--- src/rtl/ami_strided_req_gen_if.sv ---
// AMI app-port request/response channel between a generator and one AmorphOSMem port.
// Master side issues MemReq and consumes MemResp; slave side is the AMI port.
interface ami_strided_req_gen_if #(
    parameter int AMI_ADDR_WIDTH = 64,
    parameter int AMI_DATA_WIDTH = 512
);
    logic                      mem_req_valid;
    logic                      mem_req_is_write;
    logic [AMI_ADDR_WIDTH-1:0] mem_req_addr;
    logic [AMI_DATA_WIDTH-1:0] mem_req_data;
    logic                      mem_req_grant;
    logic                      mem_resp_valid;
    logic [AMI_DATA_WIDTH-1:0] mem_resp_data;
    logic                      mem_resp_grant;

    modport master (
        output mem_req_valid,
        output mem_req_is_write,
        output mem_req_addr,
        output mem_req_data,
        input  mem_req_grant,
        input  mem_resp_valid,
        input  mem_resp_data,
        output mem_resp_grant
    );

    modport slave (
        input  mem_req_valid,
        input  mem_req_is_write,
        input  mem_req_addr,
        input  mem_req_data,
        output mem_req_grant,
        output mem_resp_valid,
        output mem_resp_data,
        input  mem_resp_grant
    );
endinterface

--- src/rtl/ami_strided_req_gen.sv ---
// Strided write/read burst generator for one AMI app port, with read credit limit.
// Optional read-data comparator enabled by defining AMI_REQGEN_READ_CHECK_EN.
module ami_strided_req_gen #(
    parameter int MAX_OUTSTANDING = 8,
    parameter int CNT_WIDTH       = 16,
    parameter int AMI_ADDR_WIDTH  = 64,
    parameter int AMI_DATA_WIDTH  = 512
) (
    input  logic                      clk,
    input  logic                      rst,
    input  logic                      start,
    input  logic                      cfg_is_write,
    input  logic [AMI_ADDR_WIDTH-1:0] cfg_base_addr,
    input  logic [AMI_ADDR_WIDTH-1:0] cfg_stride,
    input  logic [CNT_WIDTH-1:0]      cfg_count,
    input  logic [31:0]               cfg_data_seed,
    ami_strided_req_gen_if.master     mem,
    output logic                      busy,
    output logic                      done,
    output logic [CNT_WIDTH-1:0]      reqs_issued,
    output logic [CNT_WIDTH-1:0]      resps_received,
    output logic                      mismatch
);
    typedef enum logic [1:0] {
        S_IDLE,
        S_ISSUE,
        S_DRAIN,
        S_DONE
    } state_e;

    localparam logic [CNT_WIDTH-1:0] MAX_OUT = CNT_WIDTH'(MAX_OUTSTANDING);

    state_e                    state_q, state_d;
    logic                      is_write_q, is_write_d;
    logic [AMI_ADDR_WIDTH-1:0] addr_q, addr_d;
    logic [AMI_ADDR_WIDTH-1:0] stride_q, stride_d;
    logic [CNT_WIDTH-1:0]      count_q, count_d;
    logic [31:0]               seed_q, seed_d;
    logic [CNT_WIDTH-1:0]      issued_q, issued_d;
    logic [CNT_WIDTH-1:0]      rcvd_q, rcvd_d;

    logic [CNT_WIDTH-1:0] outstanding;
    logic                 active;
    logic                 accept_start;
    logic                 req_valid;
    logic                 req_fire;
    logic                 resp_fire;
    logic [31:0]          req_word;

    always_comb begin
        active       = (state_q == S_ISSUE) || (state_q == S_DRAIN);
        accept_start = start && ((state_q == S_IDLE) || (state_q == S_DONE));
        outstanding  = issued_q - rcvd_q;
        req_valid    = (state_q == S_ISSUE) &&
                       (is_write_q || (outstanding < MAX_OUT));
        req_fire     = req_valid && mem.mem_req_grant;
        // Response grant stays purely combinational so the AMI sees no extra latency.
        resp_fire    = mem.mem_resp_valid && active && !is_write_q &&
                       (rcvd_q < issued_q);
        req_word     = seed_q + 32'(issued_q);
    end

    assign mem.mem_req_valid    = req_valid;
    assign mem.mem_req_is_write = is_write_q;
    assign mem.mem_req_addr     = addr_q;
    assign mem.mem_req_data     = {{(AMI_DATA_WIDTH-32){1'b0}}, req_word};
    assign mem.mem_resp_grant   = resp_fire;
    assign busy                 = active;
    assign done                 = (state_q == S_DONE);
    assign reqs_issued          = issued_q;
    assign resps_received       = rcvd_q;

    always_comb begin
        state_d    = state_q;
        is_write_d = is_write_q;
        addr_d     = addr_q;
        stride_d   = stride_q;
        count_d    = count_q;
        seed_d     = seed_q;
        issued_d   = issued_q;
        rcvd_d     = rcvd_q;

        if (resp_fire) begin
            rcvd_d = rcvd_q + 1'b1;
        end
        if (req_fire) begin
            issued_d = issued_q + 1'b1;
            addr_d   = addr_q + stride_q;
        end

        unique case (state_q)
            S_IDLE, S_DONE: begin
                if (start) begin
                    is_write_d = cfg_is_write;
                    addr_d     = cfg_base_addr;
                    stride_d   = cfg_stride;
                    count_d    = cfg_count;
                    seed_d     = cfg_data_seed;
                    issued_d   = '0;
                    rcvd_d     = '0;
                    state_d    = (cfg_count == '0) ? S_DONE : S_ISSUE;
                end
            end
            S_ISSUE: begin
                if (req_fire && (issued_d == count_q)) begin
                    state_d = (is_write_q || (rcvd_d == issued_d)) ?
                              S_DONE : S_DRAIN;
                end
            end
            S_DRAIN: begin
                if (rcvd_d == count_q) begin
                    state_d = S_DONE;
                end
            end
            default: state_d = S_IDLE;
        endcase
    end

    always_ff @(posedge clk) begin
        if (rst) begin
            state_q    <= S_IDLE;
            is_write_q <= 1'b0;
            addr_q     <= '0;
            stride_q   <= '0;
            count_q    <= '0;
            seed_q     <= '0;
            issued_q   <= '0;
            rcvd_q     <= '0;
        end else begin
            state_q    <= state_d;
            is_write_q <= is_write_d;
            addr_q     <= addr_d;
            stride_q   <= stride_d;
            count_q    <= count_d;
            seed_q     <= seed_d;
            issued_q   <= issued_d;
            rcvd_q     <= rcvd_d;
        end
    end

`ifdef AMI_REQGEN_READ_CHECK_EN
    logic        mismatch_q, mismatch_d;
    logic [31:0] exp_word;

    always_comb begin
        exp_word   = seed_q + 32'(rcvd_q);
        mismatch_d = mismatch_q;
        if (accept_start) begin
            mismatch_d = 1'b0;
        end else if (resp_fire &&
                     (mem.mem_resp_data !=
                      {{(AMI_DATA_WIDTH-32){1'b0}}, exp_word})) begin
            mismatch_d = 1'b1;
        end
    end

    always_ff @(posedge clk) begin
        if (rst) begin
            mismatch_q <= 1'b0;
        end else begin
            mismatch_q <= mismatch_d;
        end
    end

    assign mismatch = mismatch_q;
`else
    logic unused_resp_data;
    assign unused_resp_data = ^{mem.mem_resp_data, accept_start};
    assign mismatch         = 1'b0;
`endif
endmodule

--- src/flat_wrapper.sv ---
// flat-port wrapper written by rule: the top's interface ports become plain ports
module ami_strided_req_gen_flat 
#(
    parameter int MAX_OUTSTANDING = 8,
    parameter int CNT_WIDTH       = 16,
    parameter int AMI_ADDR_WIDTH  = 64,
    parameter int AMI_DATA_WIDTH  = 512
)
  (clk, rst, start, cfg_is_write, cfg_base_addr, cfg_stride, cfg_count, cfg_data_seed, busy, done, reqs_issued, resps_received, mismatch, mem_mem_req_valid, mem_mem_req_is_write, mem_mem_req_addr, mem_mem_req_data, mem_mem_req_grant, mem_mem_resp_valid, mem_mem_resp_data, mem_mem_resp_grant);
  ami_strided_req_gen_if #(.AMI_ADDR_WIDTH(AMI_ADDR_WIDTH), .AMI_DATA_WIDTH(AMI_DATA_WIDTH)) mem_i ();
  input  logic clk;
  input  logic rst;
  input  logic start;
  input  logic cfg_is_write;
  input  logic [AMI_ADDR_WIDTH-1:0] cfg_base_addr;
  input  logic [AMI_ADDR_WIDTH-1:0] cfg_stride;
  input  logic [CNT_WIDTH-1:0] cfg_count;
  input  logic [31:0] cfg_data_seed;
  output logic busy;
  output logic done;
  output logic [CNT_WIDTH-1:0] reqs_issued;
  output logic [CNT_WIDTH-1:0] resps_received;
  output logic mismatch;
  output wire logic [$bits(mem_i.mem_req_valid)-1:0] mem_mem_req_valid;
  output wire logic [$bits(mem_i.mem_req_is_write)-1:0] mem_mem_req_is_write;
  output wire logic [$bits(mem_i.mem_req_addr)-1:0] mem_mem_req_addr;
  output wire logic [$bits(mem_i.mem_req_data)-1:0] mem_mem_req_data;
  input wire logic [$bits(mem_i.mem_req_grant)-1:0] mem_mem_req_grant;
  input wire logic [$bits(mem_i.mem_resp_valid)-1:0] mem_mem_resp_valid;
  input wire logic [$bits(mem_i.mem_resp_data)-1:0] mem_mem_resp_data;
  output wire logic [$bits(mem_i.mem_resp_grant)-1:0] mem_mem_resp_grant;
  assign mem_mem_req_valid = mem_i.mem_req_valid;
  assign mem_mem_req_is_write = mem_i.mem_req_is_write;
  assign mem_mem_req_addr = mem_i.mem_req_addr;
  assign mem_mem_req_data = mem_i.mem_req_data;
  assign mem_i.mem_req_grant = mem_mem_req_grant;
  assign mem_i.mem_resp_valid = mem_mem_resp_valid;
  assign mem_i.mem_resp_data = mem_mem_resp_data;
  assign mem_mem_resp_grant = mem_i.mem_resp_grant;
  ami_strided_req_gen #(.MAX_OUTSTANDING(MAX_OUTSTANDING), .CNT_WIDTH(CNT_WIDTH), .AMI_ADDR_WIDTH(AMI_ADDR_WIDTH), .AMI_DATA_WIDTH(AMI_DATA_WIDTH)) u_core (.clk(clk), .rst(rst), .start(start), .cfg_is_write(cfg_is_write), .cfg_base_addr(cfg_base_addr), .cfg_stride(cfg_stride), .cfg_count(cfg_count), .cfg_data_seed(cfg_data_seed), .mem(mem_i), .busy(busy), .done(done), .reqs_issued(reqs_issued), .resps_received(resps_received), .mismatch(mismatch));
endmodule
--- config.mk ---
export PLATFORM = sky130hd
export DESIGN_NAME = ami_strided_req_gen_flat
export DESIGN_NICKNAME = d
export VERILOG_FILES = /design/src/rtl/ami_strided_req_gen_if.sv /design/src/rtl/ami_strided_req_gen.sv /design/src/flat_wrapper.sv
export SDC_FILE = /design/constraint.sdc
export NUM_CORES = 1
export LEC_CHECK = 0
export CAP_MARGIN = 5
export CORE_AREA = 2 2 516 518
export DETAILED_ROUTE_END_ITERATION = 12
export DIE_AREA = 0 0 518 520
export GPL_ROUTABILITY_DRIVEN = 1
export GPL_TIMING_DRIVEN = 0
export PLACE_DENSITY = 0.34
export SLEW_MARGIN = 10
export SYNTH_ARGS = -nofsm -noshare
export SYNTH_HDL_FRONTEND = slang
export SYNTH_SLANG_ARGS = --single-unit
--- constraint.sdc ---
create_clock -name clk -period 11.2 [get_ports clk]
set_input_delay 2.24 -clock clk [delete_from_list [all_inputs] [get_ports clk]]
set_output_delay 2.24 -clock clk [all_outputs]
set_load 0.03 [all_outputs]
## After elaboration in Yosys (flattened, before gate mapping)

Cells that the tools add are included.

- Flip-flop bits (word level): 211
- Input port bits: 694
- Output and inout port bits: 614
- Logic and storage cells: 54

- Add/subtract/negate cells: 5
- Magnitude comparators: 2
- Eq/ne operators: 9
- Multiplexer cells: 15
- Reduce and logical (&&, ||, !) cells: 15

Operators by type and width:

| kind | number |
|---|---|
| $mux 64 | 3 |
| $mux 16 | 6 |
| $add 64x64->64 | 1 |
| $eq 16x16->1 | 3 |
| $add 16x1->16 const B | 2 |
| $add 32x16->32 | 1 |
| $logic_not 16->1 | 1 |
| $lt 16x16->1 | 1 |
| $lt 16x4->1 const B | 1 |
| $sub 16x16->16 | 1 |
| $mux 2 | 4 |
| $logic_and 1x1->1 | 6 |
| $ne 2x2->1 const B | 3 |
| $pmux 2 s3 | 1 |
| $eq 2x2->1 const B | 2 |
| $logic_or 1x1->1 | 3 |
| $reduce_and 3->1 | 1 |
| $eq 2x1->1 const B | 1 |
| $logic_not 2->1 | 1 |
| $reduce_and 2->1 | 1 |
| $reduce_or 2->1 | 1 |
| $logic_not 1->1 | 1 |
| $mux 1 | 1 |

## Depth between registers and ports, before layout

- Word-level depth: 11
- Depth in mapped cells: 18
- Depth with buffers taken out: 16

## Worst setup path before layout

OpenSTA, ideal clock, no wires.

- Path kind: reg2out
- From: register u_core.issued_q[0] (netlist: u_core.reqs_issued[0])
- To: output mem_mem_req_data[24]
- Arrival: 3.744 ns
- Data required time: 8.960 ns
- Setup slack: 5.216 ns
- Stages on the path, launching flop included: 17
- Buffers on the path: 0
- Cells stage by stage: dfxtp_1 -> ha_1 -> inv_1 -> fa_1 -> nor2b_1 -> o21ai_0 -> a21boi_0 -> o21ai_0 -> a21boi_0 -> o21ai_0 -> a21boi_0 -> o21ai_0 -> a21oi_1 -> a41o_1 -> o31a_1 -> nand4_1 -> xnor2_1

- Word-level cells in the longest chain between the ends: 1

RTL lines:

| what | line | source |
|---|---|---|
| start: declaration | ami_strided_req_gen.sv:39 | `logic [CNT_WIDTH-1:0] issued_q, issued_d;` |
| start signal: assignment | ami_strided_req_gen.sv:136 | `issued_q <= issued_d;` |
| $add 32x16->32 | ami_strided_req_gen.sv:60 | `req_word = seed_q + 32'(issued_q);` |
| end: declaration | flat_wrapper.sv:27 | `output wire logic [$bits(mem_i.mem_req_data)-1:0] mem_mem_req_data;` |

No other way between the ends.

## Final worst setup path

- From: register u_core.issued_q[1] (netlist: u_core.reqs_issued[1])
- To: output mem_mem_req_data[23]

The elaborated chain is that of the path after synthesis.

==> run_results.csv <==
group,metric,value,unit
status,status,"finished clean",
timing,skew,35.44,ps
timing,drv_slew,0,
clock_tree,clk_pin_slew_worst_paths,50,ps
global_route,first_global_vias,17826,
die,core_area,263900,µm²
final_layout,finalNetCount,4095,
die,die_h,520,µm
power_and_ir_drop,peakVddDrop,0.00009066,V
logic_synthesis,synth_edf_count,0,
timing,fmax,0.1170,GHz
die,initial_utilization,6.987,%
placement,gp_congestion,0.8010,
timing,fin_crit_sh,76.34,%
timing,setup-violations-final,0,
logic_synthesis,synth-main-ff-cell,"dfxtp_1",
clock_tree,cts_tree,"yes",
critical_path,arrival,6310,ps
routing,first_pass_iters,6,
die,die_area,269400,µm²
global_route,grt_antenna_before_repair,77,
hold_path,hp-class,"register to register",
routing,wl_per_cell,16.19,µm
timing,setup_slack,2650,ps
critical_path,cp-end-kind,"output pin",
routing,drtIter0Drc,943,
clock_tree,holdBufCountCts,0,
timing,max_slew_margin,14.47,%
die,die_x,518,µm
power_and_ir_drop,p_int,0.002340,W
final_layout,fill_cells,30774,
routing,vias,18795,
power_and_ir_drop,comb_power_share,51.8,%
critical_path,cp_slowest_cell,"o2111ai_1",
timing,setup-tns-final,0,ps
placement,dp_worst_setup_slack,3113,ps
clock_tree,cts_buffer_depth,3,
clock_tree,cts.repair.resized,0,
critical_path,cp_data_required_time,8960,ps
power_and_ir_drop,netSwitchingFraction,48.91,%
global_route,overflow,0,
global_route,track_usage,7.911,%
clock_tree,cts_root_buf,"clkbuf_16",
placement,dp.cells,6795,
clock_tree,post_cts_buffers,0,
critical_path,worstPathCellList,"ha_1, a21o_1, a21oi_1, o21ai_0, a21oi_1, o21ai_0, a21oi_1, o21ai_0, a2111oi_0, o31ai_1, o2111ai_1, nor3_1, xor2_1, clkdlybuf4s50_1",
routing,routed_wirelength,111.1,mm
die,std_cell_rows,189,
final_layout,area_delta_synth_final,57.23,%
logic_synthesis,seq_area_frac_synth,22.91,%
placement,hpwl,95.07,mm
timing,layout_min_cycle_time,8550,ps
logic_synthesis,synth_cells,2467,
critical_path,critPathTopFamily,"compound AO/OA/AOI/OAI gates",
clock_tree,cts_made_buffers,35,
clock_tree,cts.sinks,211,
timing,rsz0062_at_grt,"no",
logic_synthesis,async_reset_ff_share,0,%
routing,antenna_left,0,
final_layout,drive_gt1_share,17.20,%
logic_synthesis,ys_warn_count,0,
power_and_ir_drop,power_frac_clock,24.7,%
timing,hold_viol,0,
routing,drt_drc_violations_left,0,
routing,via_per_inst,2.739,
logic_synthesis,synth_area,18440,µm²
logic_synthesis,ys_ff_latch,211,
clock_tree,htree_levels,2,
global_route,grt_pass1_wl,148.2,mm
timing,tightest_slew,1267,ps
die,num_io_pins,1308,
critical_path,slowest_delay,840,ps
power_and_ir_drop,power_density,158.0,nW/µm²
logic_synthesis,yosysUniqueCellTypes,84,
logic_synthesis,synth_area_per_cell,7.474,µm²
power_and_ir_drop,seq_power_share,23.6,%
critical_path,critPathLaunchType,"register",
critical_path,crit_buf_inv,1,
job,maxCapViolCount,0,
power_and_ir_drop,p_leak,12.24,nW
placement,portBuffers,313,
critical_path,crit_fanout,7,
final_layout,instances_no_fill,6863,
global_route,grt_max_degree,12,
power_and_ir_drop,switchingPower,0.002240,W
clock_tree,clk_latency,610,ps
critical_path,critPathKind,"register to output pin",
==> cells in the mapped netlist (all sizes together) (5+ instances only) <==
library cell / n / area (µm²)
buf: 501 / 3699
nand2: 342 / 1284
a21oi: 233 / 1170
dfxtp: 211 / 4224
nor2: 177 / 671.9
ha: 100 / 1251
xnor2: 92 / 805.8
o21ai: 86 / 430.4
clkbuf: 85 / 319.1
inv: 65 / 244.0
a21o: 63 / 473.0
nor3: 54 / 280.3
nand3: 38 / 190.2
a211oi: 37 / 277.8
xor2: 34 / 297.8
nand4: 27 / 168.9
a311oi: 26 / 227.7
and3: 26 / 162.7
nor2b: 23 / 143.9
nand2b: 19 / 118.9
o211ai: 17 / 127.6
a31oi: 16 / 106.4
and2: 15 / 93.84
o21a: 14 / 105.1
o21bai: 14 / 105.1
nor4: 13 / 111.4
or3: 11 / 68.82
a2111oi: 9 / 78.83
a21boi: 9 / 71.31
mux2i: 8 / 80.08
o31ai: 7 / 52.55
xnor3: 7 / 157.7
mux2: 5 / 56.30
or2: 5 / 31.28
==> power by group through the flow <==
| stage | sequential [W] | combinational, W | clock [W] |
|---|---|---|---|
| floorplan | 0.00116 | 0.00134 | 0 |
| global placement | 0.00110 | 0.00242 | 0 |
| detailed placement | 0.00110 | 0.00242 | 0 |
| CTS | 0.00108 | 0.00243 | 0.00120 |
| global route | 0.00110 | 0.00259 | 0.00122 |
| finish | 0.00108 | 0.00237 | 0.00113 |
==> worst reg2reg max path: stages (launching register included) <==
cell and delay (ps):
dfxtp_1 740, ha_1 350, buf_2 170, nand4_1 160, o32ai_1 110, a2111oi_0 540, nand4b_1 220, nor4_4 750
a31oi_2 480, inv_1 300, and2_1 190, buf_2 280, buf_2 380, buf_1 780, nand2_1 240, a311oi_1 300
==> cell families (layout without fill, tap and decap cells) <==
family	after synthesis	count (layout)	synth area share, %
adders and majority gates	102	102	7.003
other	1	486	0.02034
xor gates and xnor gates	135	135	7.098
DFF	211	211	22.91
muxes	13	13	0.7396
and+or+nand+nor	771	771	19.03
buffers and inverters	651	1029	23.11
AOI/OAI and AO/OA	583	583	20.09
==> sequential cells by signal (all words and copies together) (netlist names) <==
name                         cells
u_core.count_q                  16
u_core.mem.mem_req_addr         64
u_core.mem.mem_req_is_write      1
u_core.reqs_issued              16
u_core.resps_received           16
u_core.seed_q                   32
u_core.state_q                   2
u_core.stride_q                 64
==> area by class of cell <==
cell class              count  area [µm²]  area share [%]
flip-flops and latches    211        4224           14.57
multi-input cells        2085       11760           40.55
repair buffers            315        3151           10.87
diodes                      5       12.51         0.04316
clock buffers              45       943.4           3.254
plain buffers             586        4024           13.88
well taps                3533        4420           15.25
clock inverters            18       216.5          0.7466
inverters                  65       244.0          0.8416
==> through the flow <==
stage                     hold slack [ps]  power, W  cell area, µm²  utilization, %
final                               456.0  0.004581           28990           10.99
after global routing                474.8  0.004906           28980           10.98
after CTS                           456.8  0.004710           28980           10.98
after detailed placement            447.9  0.003513           27820           10.54
after global placement              443.5  0.003516           27790           10.53
after floorplan                     436.3  0.002500           20240               -
==> layout by cell type, fill, tap and decap left out, drive strengths merged, types with 38 or more instances in the layout <==
cell type and n:
buf 502, xnor2 92, inv 67, ha 100, clkbuf 130, a21oi 233
o21ai 86, clkdlybuf4s50 313, nand2 342, nor2 177, nand3 38, a21o 63
dfxtp 211, conb 481, nor3 54
==> final timing paths <==
kind / from / to / slack (ps) / cells after the start
max: u_core.reqs_issued[1] / mem_mem_req_data[23] / 2650 / 14
min: u_core.seed_q[7] / u_core.seed_q[7] / 460 / 2
max reg2reg: u_core.reqs_issued[10] / u_core.mem.mem_req_addr[47] / 5140 / 15
min reg2reg: u_core.seed_q[7] / u_core.seed_q[7] / 460 / 2
==> routing by layer <==
metal  routed length, µm  global-route usage, %  vias to the layer above
met5                  10                      0                        -
met4                2518                  1.363                        2
met3                7767                  1.911                      215
met2               56950                  14.92                      915
met1               43880                  9.008                     8431
li1                    -                      -                     9232
No activity file was read; power rests on OpenSTA's default activity.
